**config.mk**
```make
export PLATFORM = sky130hd
export DESIGN_NAME = fetch_unit
export DESIGN_NICKNAME = d
export VERILOG_FILES = /design/src/rtl/fetch_unit.sv
export SDC_FILE = /design/constraint.sdc
export NUM_CORES = 1
export LEC_CHECK = 0
export ABC_AREA = 0
export CORE_MARGIN = 1.5
export CORE_UTILIZATION = 42
export DETAILED_ROUTE_END_ITERATION = 8
export PLACE_DENSITY = 0.75
export SYNTH_ARGS = -nofsm -noshare
export SYNTH_HDL_FRONTEND = slang
export SYNTH_SLANG_ARGS = --single-unit
export TNS_END_PERCENT = 20
```
**constraint.sdc**
```tcl
create_clock -name clk -period 1.89 [get_ports clk]
set_input_delay 0.378 -clock clk [delete_from_list [all_inputs] [get_ports clk]]
set_output_delay 0.378 -clock clk [all_outputs]
set_load 0.01 [all_outputs]
```
**src/rtl/fetch_unit.sv**
```systemverilog
// fetch_unit: multicycle IF stage; owns PC and IR, decodes IR fields,
// and resolves the next PC (sequential/branch/jump) on instr_done.
// Ports:
//   clk, rst            clock, sync active-high reset
//   run                 fetch enable
//   instr_done          control FSM finished the instruction in ir
//   branch_taken        datapath branch compare result
//   instr_in            imem data for pc_out
//   pc_out              imem address
//   ir, ir_pc           latched instruction and its fetch PC
//   opcode,rd,rs,rt,imm decode fields of ir
//   ir_valid            high in EXEC
//   is_jump, is_branch  control-flow class of ir
//   retired_count       instructions completed since reset
module fetch_unit #(
  parameter int PC_WIDTH = 16,
  parameter int INSTR_WIDTH = 32,
  parameter logic [PC_WIDTH-1:0] RESET_PC = '0
) (
  input  logic                   clk,
  input  logic                   rst,
  input  logic                   run,
  input  logic                   instr_done,
  input  logic                   branch_taken,
  input  logic [INSTR_WIDTH-1:0] instr_in,
  output logic [PC_WIDTH-1:0]    pc_out,
  output logic [INSTR_WIDTH-1:0] ir,
  output logic [PC_WIDTH-1:0]    ir_pc,
  output logic [5:0]             opcode,
  output logic [4:0]             rd,
  output logic [4:0]             rs,
  output logic [4:0]             rt,
  output logic [15:0]            imm,
  output logic                   ir_valid,
  output logic                   is_jump,
  output logic                   is_branch,
  output logic [31:0]            retired_count
);

  typedef enum logic [1:0] {
    IDLE,
    FETCH,
    EXEC
  } state_t;

  state_t state, state_n;

  logic [PC_WIDTH-1:0] pc;
  logic [PC_WIDTH-1:0] seq_pc;
  logic [PC_WIDTH-1:0] off;
  logic [PC_WIDTH-1:0] tgt;
  logic                redirect;

  assign opcode = ir[31:26];
  assign rd     = ir[25:21];
  assign rs     = ir[20:16];
  assign rt     = ir[15:11];
  assign imm    = ir[15:0];

  assign is_jump   = (opcode == 6'b000001);
  assign is_branch = opcode inside {6'b100001, 6'b100010, 6'b100011};

  assign pc_out   = pc;
  assign ir_valid = (state == EXEC);

  // Target is relative to the sequential PC; the adder wraps mod 2^W.
  assign off      = PC_WIDTH'(signed'(imm));
  assign seq_pc   = ir_pc + PC_WIDTH'(1);
  assign tgt      = seq_pc + off;
  assign redirect = is_jump | (is_branch & branch_taken);

  always_comb begin
    state_n = state;
    unique case (state)
      IDLE:    if (run) state_n = FETCH;
      FETCH:   state_n = EXEC;
      EXEC:    if (instr_done) state_n = run ? FETCH : IDLE;
      default: state_n = IDLE;
    endcase
  end

  always_ff @(posedge clk) begin
    if (rst) begin
      state         <= IDLE;
      pc            <= RESET_PC;
      ir            <= '0;
      ir_pc         <= '0;
      retired_count <= '0;
    end else begin
      state <= state_n;
      if (state == FETCH) begin
        ir    <= instr_in;
        ir_pc <= pc;
        pc    <= pc + PC_WIDTH'(1);
      end
      // pc already holds ir_pc+1 here; only a redirect overrides it.
      if (state == EXEC && instr_done) begin
        retired_count <= retired_count + 32'd1;
        if (redirect) pc <= tgt;
      end
    end
  end

endmodule
```
Word-level counts from Yosys, hierarchy flattened
Cells that the tools add are included.

Register bits: 98. Latch bits: 0. RAM bits: 0. Memory bits (read-only): 0. Input port bits: 37. Output and inout port bits: 136. Logic and storage cells: 30. Memories: 0.

Add/subtract/negate cells: 4. Multiply operators: 0. Div/mod/pow operators: 0. Magnitude comparators: 0. Eq/ne operators: 8. Shifts and indexed selects: 0. Multiplexer cells: 7. Bitwise gates (word level): 2. Reduce and logical (&&, ||, !) cells: 4.

Operator list (count): $mux 16 (3); $add 16x1->16 const B (2); $add 32x1->32 const B (1); $eq 6x6->1 const B (3); $add 16x16->16 (1); $eq 6x1->1 const B (1); $pmux 2 s3 (1); $mux 2 (2); $ne 2x2->1 const B (2); $reduce_bool 3->1 (1); $eq 2x1->1 const B (1); $eq 2x2->1 const B (1); $logic_not 2->1 (1); $reduce_and 2->1 (1); $and 1x1->1 (1); $logic_and 1x1->1 (1); $mux 1 (1); $or 1x1->1 (1).

Depth between registers and ports, before layout
Gate-level depths: netlist (run 1).

Word-level depth: 6. Gate-level depth with buffers: 9. Gate-level depth less buffers: 9.

Worst setup path before layout (run 1)
Ideal clock, no wire load.

Kind: reg-to-reg. Start point: register ir[0]. End point: register pc[10] (netlist: pc_out[10]). Library setup time: 86 ps. Arrival: 2030 ps. Required time: 1804 ps. Setup slack: -226 ps. Stages on the path, launching flop included: 10. Buffers on the path: 0. Period minus slack after synthesis: 2116 ps. Cell sequence: dfxtp_1 -> inv_1 -> ha_1 -> inv_1 -> fa_1 -> a211oi_1 -> o21ai_0 -> a41oi_1 -> xor2_1 -> a211oi_1.

Cells in the longest elaborated chain, start to end: 3.

RTL lines: from (decl) (line 27) `output logic [INSTR_WIDTH-1:0] ir,`; from (signal assigned) (line 92) `ir <= instr_in;`; $add 16x16->16 (line 69) `assign tgt = seq_pc + off;`; $mux 16 (line 99) `if (redirect) pc <= tgt;`; $mux 16 (line 97) `if (state == EXEC && instr_done) begin`; to (signal assigned) (line 94) `pc <= pc + PC_WIDTH'(1);`; to (signal assigned) (line 99); to (decl) (line 48) `logic [PC_WIDTH-1:0] pc;`.

No other way between the ends. A chain may end at the register's enable or synchronous reset.

Final worst setup path (run 1)
Start point: register ir[1]. End point: register pc[13] (netlist: pc_out[13]).

The elaborated chain is that of the path after synthesis.

==> results by group, run 1 <==
Floorplan
  – Die Span X: roughly 110 µm
  – Die extent in y: 114 µm
  – Initial standard-cell utilization of the core: 0.429
  – Overall die area: 12900 µm²
  – I/O pin cnt: 173
  – Placement Rows: 40
  – Placeable Area: approximately 12000 µm²

Clock network
  – Clock latency at the later pin of the worst-skew pair: 0.34 ns
  – Clock tree from TritonCTS: done
  – Num CTS Buffers: 9
  – Clock net sink count: 98
  – Hold Buf Count CTS: 0
  – CTS max path bufs: 2
  – Number of H-tree levels: 3
  – Library cell used as clock root buffer: sky130_fd_sc_hd__clkbuf_16
  – Clock slew at reported path FFs: 0.07 ns

Pwr
  – Clock network fraction of total power: 0.419
  – Internal power: about 3600 µW
  – PD cells: 601 nW/µm²
  – Peak ir drop on the vdd network: 0.000506 V
  – P_sw: 1080 µW
  – Part of the total power dissipated in sequential elements: 0.457
  – Leak pwr: 0.00292 µW
  – Sw Share: 0.230
  – Final Total Pwr: 4690 µW
  – Combinational group share of total power: 0.124

STA
  – Period utilisation layout: 1.08
  – Min Tclk post-route: 2.04 ns
  – Number of failing hold endpoints at the final stage: 0
  – Max_slew headroom: 0.651
  – Hold slack: about 0.46 ns
  – Maximum clock frequency: 491 MHz
  – Setup repair after global routing missed its margin: true
  – Actual transition at the worst max-transition pin: about 0.52 ns
  – Minimum setup slack in the final design: -0.147 ns
  – Setup Viol. Count Final: 8
  – Final setup skew: 0.00761 ns
  – Max Transition Viols Final: 0

Yosys
  – Commonest register cell after synthesis: sky130_fd_sc_hd__dfxtp_1
  – Synth Area per Inst: 8.01 µm²
  – Number of synthesized register bits: roughly 100
  – Synth Cell Area: slightly above 5000 µm²
  – Count of mapped cells out of synthesis: 643
  – Warnings, synthesis: 0
  – Sequential cell area fraction in the yosys report: 0.381
  – Share of synthesized registers carrying an async set or reset: 0
  – Count of flip-flops with a built-in enable after synthesis: 0
  – Unique masters post-synth: 55
  – Syn nets: ~700

Drt
  – Antenna Nets Post-Route: 0
  – First-pass DRT Iterations: 5
  – Routed wire length: ~15000 µm
  – Total vias in the final route: 5333
  – Number of DRC markers after the initial detailed-route iteration: between 400 and 500
  – Ratio of routed vias to standard cells: 5.38
  – DRC violation count after routing: 0
  – Average wire per cell in the routed design: 15.6 µm

Finish
  – Area growth, synth to finish: 51.6%
  – Count of fill cells added during filler insertion: 985
  – Ratio of cells with drive above 1 in the final layout: 0.171
  – Antenna cell count: 0
  – Net count, final: between 800 and 900

Global routing
  – Pin count of the biggest net entering global routing: 52
  – Vias in the first global route: 5196
  – Global-route usage over all layers: 0.234
  – Antenna violations before repair: 0
  – Wire length of the first global-routing pass: around 25000 µm
  – Global route overflow: 0

Hold path
  – Class of the most critical hold timing path: primary input to flip-flop

Setup path
  – Crit path capture type: flip-flop
  – Most frequent cell on the critical path: sky130_fd_sc_hd__o31a_1
  – Critical path, cell by cell: ha_4 -> nor2b_4 -> o31a_1 -> o31a_1 -> or3_1 -> a221o_1
  – Largest fanout of any net on the critical path: 4
  – Data required time at the worst endpoint: 2.12 ns
  – Arrival @ worst endpoint: 2.27 ns
  – Cell at the slowest stage of the critical path: sky130_fd_sc_hd__o31a_1
  – Worst Setup Path Type: flip-flop to flip-flop
  – Startpoint types: flip-flop
  – Longest individual stage delay on the worst path: between 0.3 and 0.4 ns

Run
  – Reported max-cap violation count: 0

Placement
  – Final RePlAce weighted congestion: approximately 0.95
  – Port Buf Inserts: 172
  – Final HPWL DP: about 12000 µm

Outcome
  – Status: finished, violations left
  – Violations in the final reports: setup timing
==> sequential cells by signal (all words and copies together), names as in the netlist <==
name / cells
ir: 32
ir_pc: 16
pc_out: 16
retired_count: 32
state: 2
==> final timing paths <==
kind	cells after the start	slack, ns	to	start
setup / recovery	6	-0.15	pc_out[13]	ir[1]
hold / removal	2	0.46	retired_count[21]	rst
setup reg to reg	6	-0.15	pc_out[13]	ir[1]
hold reg to reg	2	0.47	ir_pc[14]	ir_pc[14]
==> synthesized netlist by cell type (4+ instances only) <==
master	count	area, µm²
sky130_fd_sc_hd__or2_2	4	25.0
sky130_fd_sc_hd__a211oi_1	9	67.6
sky130_fd_sc_hd__ha_1	17	213
sky130_fd_sc_hd__a21oi_1	58	290
sky130_fd_sc_hd__nand2_1	124	465
sky130_fd_sc_hd__nor3_1	11	55.1
sky130_fd_sc_hd__inv_1	12	45.0
sky130_fd_sc_hd__nor4_1	6	37.5
sky130_fd_sc_hd__nand4_1	22	138
sky130_fd_sc_hd__clkbuf_1	26	97.6
sky130_fd_sc_hd__o21a_1	6	45.0
sky130_fd_sc_hd__o21ai_0	11	55.1
sky130_fd_sc_hd__nor2_1	55	206
sky130_fd_sc_hd__nor2b_1	5	31.3
sky130_fd_sc_hd__xor2_1	36	315
sky130_fd_sc_hd__dfxtp_1	98	1960
sky130_fd_sc_hd__buf_2	5	25.0
sky130_fd_sc_hd__nand3_1	14	70.1
sky130_fd_sc_hd__and3_1	5	31.3
sky130_fd_sc_hd__buf_4	37	278
sky130_fd_sc_hd__xnor2_1	13	114
sky130_fd_sc_hd__o211ai_1	4	30.0
sky130_fd_sc_hd__a21o_1	5	37.5
sky130_fd_sc_hd__or3_1	6	37.5
==> area by class of cell <==
type / instances / area [µm²] / area share
Tap cell: 147 / 184 / 0.0236
Clock inverter: 5 / 77.6 / 0.00993
Clock buffer: 11 / 243 / 0.0311
Sequential cell: 98 / 1970 / 0.252
Inverter: 12 / 45.0 / 0.00577
Multi-Input combinational cell: 461 / 2930 / 0.375
Timing Repair Buffer: 257 / 2370 / 0.303
==> worst max-delay path: cells and delay by family (launching register included) <==
family	cells	cell delay, ns
DFF	1	0.34
AOI/OAI and AO/OA	3	0.95
adders and majority gates	1	0.23
and+or+nand+nor	2	0.43
==> kinds of logic after synthesis <==
kind of cell	count (synthesis)	share of synthesized area
AOI/OAI and AO/OA	116	0.142
xor gates and xnor gates	49	0.0833
adders and majority gates	18	0.0452
buffers and inverters	84	0.0908
DFF	98	0.381
muxes	1	0.00219
and+or+nand+nor	277	0.256
==> power by group through the flow <==
stage                     sequential (µW)  clock (µW)  combinational (µW)
after floorplan                      2210           0                 243
after global placement               2180           0                 552
after detailed placement             2190           0                 560
after CTS                            2140        1990                 570
after global routing                 2150        2100                 624
final                                2150        1970                 581
==> through the flow <==
| step | utilization | std cells | setup TNS [ns] | worst slack, ns | instance area [µm²] |
|---|---|---|---|---|---|
| CTS | 0.639 | 990 | -0.509 | -0.159 | 7670 |
| finish | 0.650 | 991 | -0.469 | -0.147 | 7810 |
| floorplan | - | 643 | -0.573 | -0.143 | 5160 |
| global route | 0.650 | 991 | -1.10 | -0.236 | 7810 |
| detailed placement | 0.607 | 973 | -5.03 | -0.256 | 7290 |
| global placement | 0.607 | 973 | -3.14 | -0.202 | 7290 |
==> repair_timing <==
action                                 in CTS  in global routing
buffers inserted                            1                  1
gates resized for setup                    22                 18
gates cloned                                0                  0
setup endpoints to repair                  15                 12
endpoints found under the hold margin       0                  0
pin swaps                                  12                 14
==> layout by cell type, fill, tap and decap left out, drive strengths merged, types with 5 or more instances in the layout <==
cell type,netlist,routed
a211oi,9,9
a21o,5,5
a21oi,58,58
and3,5,5
buf,46,86
clkbuf,26,11
clkdlybuf4s50,0,168
dfxtp,98,98
ha,17,17
inv,12,12
nand2,124,124
nand3,14,14
nand4,22,22
nor2,55,55
nor2b,5,5
nor3,14,14
nor4,7,7
o21a,6,6
o21ai,11,11
or3,6,6
xnor2,13,13
xor2,36,36
==> metal layers <==
metal  up-vias  global-route usage  part of all wire  wire length [µm]
li1       2568                   -                 -                 -
met1      2517               0.284              0.42              6560
met2       223               0.414              0.49              7640
met3        25              0.0537             0.069              1070
met4         0              0.0650             0.014               224
met5         -                   0                 0                 0
No activity file was read; power rests on OpenSTA's default activity.
==> inputs of run 2 (changes only) <==
--- a/config.mk
+++ b/config.mk
@@ -6,10 +6,11 @@
 export NUM_CORES = 1
 export LEC_CHECK = 0
 export ABC_AREA = 0
+export ABC_CLOCK_PERIOD_IN_PS = 1890
 export CORE_MARGIN = 1.5
 export CORE_UTILIZATION = 42
 export DETAILED_ROUTE_END_ITERATION = 8
-export PLACE_DENSITY = 0.75
+export PLACE_DENSITY = 0.77
 export SYNTH_ARGS = -nofsm -noshare
 export SYNTH_HDL_FRONTEND = slang
 export SYNTH_SLANG_ARGS = --single-unit
==> results by group, run 2 (synthesis gave the netlist of run 1 again) <==
Pwr
  – Internal power: 3520 µW
  – Peak ir drop on the vdd network: 0.000696 V
  – PD cells: 602 nW/µm²
  – Combinational group share of total power: 0.122
  – Part of the total power dissipated in sequential elements: 0.460
  – Sw Share: 0.245
  – P_sw: between 1000 and 1500 µW
  – Leak pwr: about 0.0030 µW
  – Clock network fraction of total power: 0.418
  – Final Total Pwr: 4660 µW

STA
  – Maximum clock frequency: roughly 500 MHz
  – Min Tclk post-route: just over 2 ns
  – Period utilisation layout: 1.07
  – Setup Viol. Count Final: 10
  – Hold slack: 0.462 ns
  – Minimum setup slack in the final design: -0.141 ns
  – Setup repair after global routing missed its margin: true
  – Final setup skew: 0.0102 ns
  – Number of failing hold endpoints at the final stage: 0
  – Max_slew headroom: 0.635
  – Setup TNS: -0.845 ns
  – Max Transition Viols Final: 0
  – Actual transition at the worst max-transition pin: 0.547 ns

Drt
  – First-pass DRT Iterations: 7
  – Routed length on met1: 6690 µm
  – Total vias in the final route: roughly 5200
  – DRC violation count after routing: 0
  – Ratio of routed vias to standard cells: 5.24
  – Met3 WL post-DR: 996 µm
  – Antenna Nets Post-Route: 0
  – Number of DRC markers after the initial detailed-route iteration: 400
  – Routed wire length: 15500 µm
  – Met2 layer wire length in the routed design: 7570 µm
  – Highest metal layer with signal wires: met4
  – Average wire per cell in the routed design: 15.5 µm

Setup path
  – Register-to-register setup slack: -0.14 ns
  – Worst flop-to-flop path startpoint: ir[1]
  – Data required time at the worst endpoint: between 2 and 2.5 ns
  – Largest fanout of any net on the critical path: 3
  – Startpoint types: flip-flop
  – Worst Setup Path Type: flip-flop to flip-flop
  – Arrival @ worst endpoint: 2.28 ns
  – Crit path capture type: flip-flop
  – FF-to-FF End: pc_out[13]
  – Count of cells along the worst register-to-register path: 6

Finish
  – Final standard cell area without fillers: approximately 7700 µm²
  – Area growth, synth to finish: 50.3%
  – Highest-count cells in the layout ignoring fill and taps: 168 x sky130_fd_sc_hd__clkdlybuf4s50_1, 124 x sky130_fd_sc_hd__nand2_1, 94 x sky130_fd_sc_hd__dfxtp_1
  – Most common library cell in the layout ignoring fill and taps: sky130_fd_sc_hd__clkdlybuf4s50_1
  – Ratio of cells with drive above 1 in the final layout: 0.167
  – Antenna cell count: 0
  – Final Instance Count excl. Fillers: 997
  – Largest regs: ir x32, retired_count x32
  – Net count, final: 900

Global routing
  – Vias in the first global route: 5068
  – Pin count of the biggest net entering global routing: 52
  – Antenna violations before repair: 0
  – Global route overflow: 0
  – Global-route usage over all layers: 0.234
  – Wire length of the first global-routing pass: approximately 24000 µm

Clock network
  – Num CTS Buffers: 9
  – Clock net sink count: 98
  – Clock latency at the later pin of the worst-skew pair: 0.36 ns
  – Library cell used as clock root buffer: sky130_fd_sc_hd__clkbuf_16
  – Number of H-tree levels: 3
  – Clock tree from TritonCTS: done
  – CTS max path bufs: 2
  – Clock slew at reported path FFs: around 0.070 ns

Placement
  – Placed cell areas: 7320 µm²
  – Final RePlAce weighted congestion: between 0.8 and 0.9
  – Placed cells: 978
  – Port Buf Inserts: 172
  – Final HPWL DP: between 10000 and 15000 µm

Floorplan
  – Die extent in y: 114 µm
  – Die Span X: ~110 µm
  – Placeable Area: 12000 µm²
  – Overall die area: 12900 µm²
  – Placement Rows: 40
  – I/O pin cnt: 173
  – Initial standard-cell utilization of the core: 0.429

Outcome
  – Violations in the final reports: setup timing
  – Status: finished, violations left

Hold path
  – Critical hold path startpoint: rst
  – Endpoint, Worst Hold: retired_count[12]
  – Hold path cells: 2
  – Class of the most critical hold timing path: primary input to flip-flop

Run
  – Reported max-cap violation count: 0
[run 2: changes by cell type in the layout (fill, tap and decap cells not counted), moves of 2 or more]
cell                            change
sky130_fd_sc_hd__a311oi_1           +2
sky130_fd_sc_hd__clkbuf_2           +2
sky130_fd_sc_hd__buf_6              +2
sky130_fd_sc_hd__ha_4               -5
sky130_fd_sc_hd__inv_6              +2
sky130_fd_sc_hd__a311oi_2           -2
sky130_fd_sc_hd__ha_1               +4
sky130_fd_sc_hd__buf_4              +4
sky130_fd_sc_hd__dlygate4sd2_1      -3
[run 2: how the worst max path moves through the flow]
stage / cells after the start / slack (ns) / end / start
CTS: 6 / -0.20 / pc_out[13] / ir_pc[1]
floorplan: 6 / -0.14 / pc_out[13] / ir_pc[1]
detailed placement: 8 / -0.29 / retired_count[28] / instr_done
global placement: 7 / -0.19 / retired_count[31] / instr_done
finish: 6 / -0.14 / pc_out[13] / ir[1]
global route: 10 / -0.19 / pc_out[11] / ir[0]
[run 2: what timing repair did]
item	4_1_cts	5_1_grt
gates resized for setup	7	28
hold buffers	0	0
pin swaps	6	16
buffers inserted	0	3
setup endpoints to repair	13	26
[run 2: routing by layer]
metal / vias up / track usage
met5: - / 0
met4: 0 / 0.0642
met3: 21 / 0.0675
met2: 202 / 0.405
met1: 2421 / 0.284
li1: 2583 / -
[run 2: cell type report]
class,count,area [µm²]
Sequential cell,98,1970
Clock buffer,11,253
Clock inverter,5,60.1
Multi-Input combinational cell,461,2820
Timing Repair Buffer,263,2410
Tap cell,147,184
Fill cell,949,4270
Inverter,12,45.0
[run 2: power groups by stage]
stage / combinational (µW) / sequential [µW] / clock, µW
global route: 608 / 2150 / 2050
floorplan: 243 / 2210 / 0
detailed placement: 556 / 2190 / 0
global placement: 549 / 2190 / 0
finish: 567 / 2140 / 1950
CTS: 559 / 2140 / 1980
[run 2: critical path, cell delays in order (launching register included)]
cell and delay (ns):
sky130_fd_sc_hd__dfxtp_2 0.34, sky130_fd_sc_hd__ha_4 0.24, sky130_fd_sc_hd__nor2b_4 0.12, sky130_fd_sc_hd__o31a_1 0.33, sky130_fd_sc_hd__o31a_1 0.30, sky130_fd_sc_hd__or3_1 0.32, sky130_fd_sc_hd__a221o_1 0.29
[run 2: metrics by stage]
stage           util  setup WS, ns
6_report       0.645        -0.141
5_1_grt        0.645        -0.192
4_1_cts        0.636        -0.195
3_5_place_dp   0.610        -0.291
3_3_place_gp   0.610        -0.192
2_1_floorplan      -        -0.143
==> inputs of run 3 (changes only) <==
--- a/config.mk
+++ b/config.mk
@@ -7,10 +7,12 @@
 export LEC_CHECK = 0
 export ABC_AREA = 0
 export ABC_CLOCK_PERIOD_IN_PS = 1890
+export CORE_ASPECT_RATIO = 1.4
 export CORE_MARGIN = 1.5
 export CORE_UTILIZATION = 42
 export DETAILED_ROUTE_END_ITERATION = 8
 export PLACE_DENSITY = 0.77
+export SLEW_MARGIN = 30
 export SYNTH_ARGS = -nofsm -noshare
 export SYNTH_HDL_FRONTEND = slang
 export SYNTH_SLANG_ARGS = --single-unit
==> results by group, run 3 (synthesis gave the netlist of run 1 again) <==
Pwr
  – P_sw: 1180 µW
  – Part of the total power dissipated in sequential elements: 0.470
  – Peak ir drop on the vdd network: 0.000379 V
  – Combinational group share of total power: 0.127
  – Leak pwr: 0.00296 µW
  – Sw Share: 0.259
  – Internal power: about 3400 µW
  – PD cells: roughly 580 nW/µm²
  – Clock network fraction of total power: 0.402

Finish
  – Most common library cell in the layout ignoring fill and taps: sky130_fd_sc_hd__clkdlybuf4s50_1
  – Net count, final: ~900
  – Area growth, synth to finish: 51.3%
  – Final Instance Count excl. Fillers: approximately 1000
  – Count of fill cells added during filler insertion: ~960
  – Ratio of cells with drive above 1 in the final layout: 0.183
  – Final standard cell area without fillers: 7790 µm²
  – Largest regs: ir x32, retired_count x32
  – Highest-count cells in the layout ignoring fill and taps: 168 x sky130_fd_sc_hd__clkdlybuf4s50_1, 124 x sky130_fd_sc_hd__nand2_1, 90 x sky130_fd_sc_hd__dfxtp_1
  – Antenna cell count: 0
  – Final design utilization: 0.656

Floorplan
  – Die Span X: 96.6 µm
  – Die extent in y: 134 µm
  – Initial standard-cell utilization of the core: 0.434
  – Placeable Area: 11900 µm²
  – Placement Rows: 47
  – Overall die area: 13000 µm²
  – I/O pin cnt: 173

Hold path
  – Hold path cells: 2
  – Class of the most critical hold timing path: primary input to flip-flop
  – Critical hold path startpoint: rst
  – Endpoint, Worst Hold: retired_count[25]

Global routing
  – Wire length of the first global-routing pass: 24800 µm
  – Vias in the first global route: 5144
  – Antenna violations before repair: 0
  – Met3 track demand over resource: 0.0391
  – Global-route track usage on met1: 0.253
  – Global route overflow: 0
  – Met2 track demand over resource in global routing: 0.446
  – Global-route usage over all layers: 0.233
  – Pin count of the biggest net entering global routing: 38
  – Global route hottest layer: met2

Setup path
  – Data required time at the worst endpoint: 2.11 ns
  – Most frequent cell on the critical path: sky130_fd_sc_hd__buf_4
  – Startpoint types: flip-flop
  – Worst Setup Path Type: flip-flop to flip-flop
  – Largest fanout of any net on the critical path: 3
  – Worst flop-to-flop path startpoint: ir[1]
  – Count of cells along the worst register-to-register path: 8
  – FF-to-FF End: pc_out[6]
  – Cell at the slowest stage of the critical path: sky130_fd_sc_hd__dfxtp_4
  – Arrival @ worst endpoint: between 2 and 2.5 ns
  – Largest delay contributor family on the critical path: compound AO/OA/AOI/OAI gates
  – Crit path capture type: flip-flop
  – Longest individual stage delay on the worst path: between 0.3 and 0.4 ns
  – Critical path, cell by cell: buf_4 -> buf_4 -> fa_2 -> a211oi_4 -> o21ai_0 -> a21oi_1 -> xor2_1 -> a211oi_1
  – Register-to-register setup slack: -0.23 ns
  – Critical path buffer and inverter count: 2

Drt
  – First-pass DRT Iterations: 5
  – Antenna Nets Post-Route: 0
  – DRC violation count after routing: 0
  – Number of DRC markers after the initial detailed-route iteration: approximately 180
  – Average wire per cell in the routed design: 15.7 µm
  – Total vias in the final route: 5252
  – Ratio of routed vias to standard cells: roughly 5.3
  – Routed wire length: 15600 µm

Placement
  – Final HPWL DP: 11800 µm
  – Placed cells: 979
  – Port Buf Inserts: 172
  – Final RePlAce weighted congestion: between 0.9 and 1
  – Pre-CTS setup slack: -0.364 ns
  – Placed cell areas: 7330 µm²

STA
  – Number of failing hold endpoints at the final stage: 0
  – Min Tclk post-route: 2.12 ns
  – Hold slack: between 0.4 and 0.5 ns
  – Setup Viol. Count Final: 7
  – Actual transition at the worst max-transition pin: 0.447 ns
  – Final setup skew: between 0.009 and 0.01 ns
  – Maximum clock frequency: 471 MHz
  – Max Transition Viols Final: 0
  – Max_slew headroom: 0.700
  – Setup repair after global routing missed its margin: true
  – Period utilisation layout: 1.12
  – Minimum setup slack in the final design: -0.235 ns

Clock network
  – Hold Buf Count CTS: 0
  – Num CTS Buffers: 9
  – Clock latency at the later pin of the worst-skew pair: 0.35 ns
  – Library cell used as clock root buffer: sky130_fd_sc_hd__clkbuf_16
  – Clock net sink count: 98
  – Clock slew at reported path FFs: 0.08 ns
  – Number of H-tree levels: 3
  – Clock tree from TritonCTS: done
  – CTS max path bufs: 2

Outcome
  – Violations in the final reports: setup timing
  – Status: finished, violations left

Run
  – Reported max-cap violation count: 0
[run 3: cell types whose count changed in the layout (fill, tap and decap cells not counted), moves of 3 or more]
| cell | previous run | this run |
|---|---|---|
| sky130_fd_sc_hd__dlygate4sd2_1 | 0 | 3 |
| sky130_fd_sc_hd__o21ai_1 | 5 | 0 |
| sky130_fd_sc_hd__o21ai_0 | 5 | 8 |
| sky130_fd_sc_hd__dfxtp_1 | 94 | 90 |
[run 3: how the worst max path moves through the flow]
stage / cells after the start / startpoint / end
6_report: 8 / ir[1] / pc_out[6]
5_1_grt: 9 / ir_pc[0] / pc_out[14]
4_1_cts: 6 / ir_pc[1] / pc_out[13]
3_5_place_dp: 7 / instr_done / pc_out[12]
3_3_place_gp: 7 / instr_done / pc_out[12]
2_1_floorplan: 6 / ir_pc[1] / pc_out[13]
[run 3: layer usage]
layer	wire, µm	share of wire
met3	778	0.050
met4	422	0.027
met5	0	0
met2	8370	0.54
met1	6060	0.39
[run 3: stage by stage]
step / power [µW] / setup TNS, ns
5_1_grt: 4700 / -1.49
2_1_floorplan: 2450 / -0.573
3_5_place_dp: 2750 / -5.89
3_3_place_gp: 2740 / -4.28
6_report: 4550 / -0.895
4_1_cts: 4580 / -0.840
[run 3: power groups by stage]
stage	Clock [µW]	Combinational, µW	Sequential (µW)
final	1830	579	2140
after global routing	1930	618	2150
after CTS	1860	577	2140
after detailed placement	0	563	2190
after global placement	0	554	2190
after floorplan	0	243	2210
[run 3: timing repair]
action	CTS	global route
setup buffers	2	0
cloned	0	0
pin swaps	10	4
setup endpoints to repair	15	16
resized for setup	25	21
hold endpoints to repair	0	0
[run 3: worst reg2reg max path, cell delays in order (launching register included)]
cell,delay (ns)
sky130_fd_sc_hd__dfxtp_4,0.36
sky130_fd_sc_hd__buf_4,0.14
sky130_fd_sc_hd__buf_4,0.13
sky130_fd_sc_hd__fa_2,0.36
sky130_fd_sc_hd__a211oi_4,0.29
sky130_fd_sc_hd__o21ai_0,0.16
sky130_fd_sc_hd__a21oi_1,0.22
sky130_fd_sc_hd__xor2_1,0.24
sky130_fd_sc_hd__a211oi_1,0.10
[run 3: cell type report]
cell class | count | area (µm²) | share of cell area
tap | 147 | 184 | 0.0236
clock buffer | 10 | 239 | 0.0307
inverter | 12 | 45.0 | 0.00578
multi-input combinational | 461 | 2890 | 0.370
clock inverter | 6 | 55.1 | 0.00706
timing repair buffer | 262 | 2410 | 0.309
sequential | 98 | 1980 | 0.254
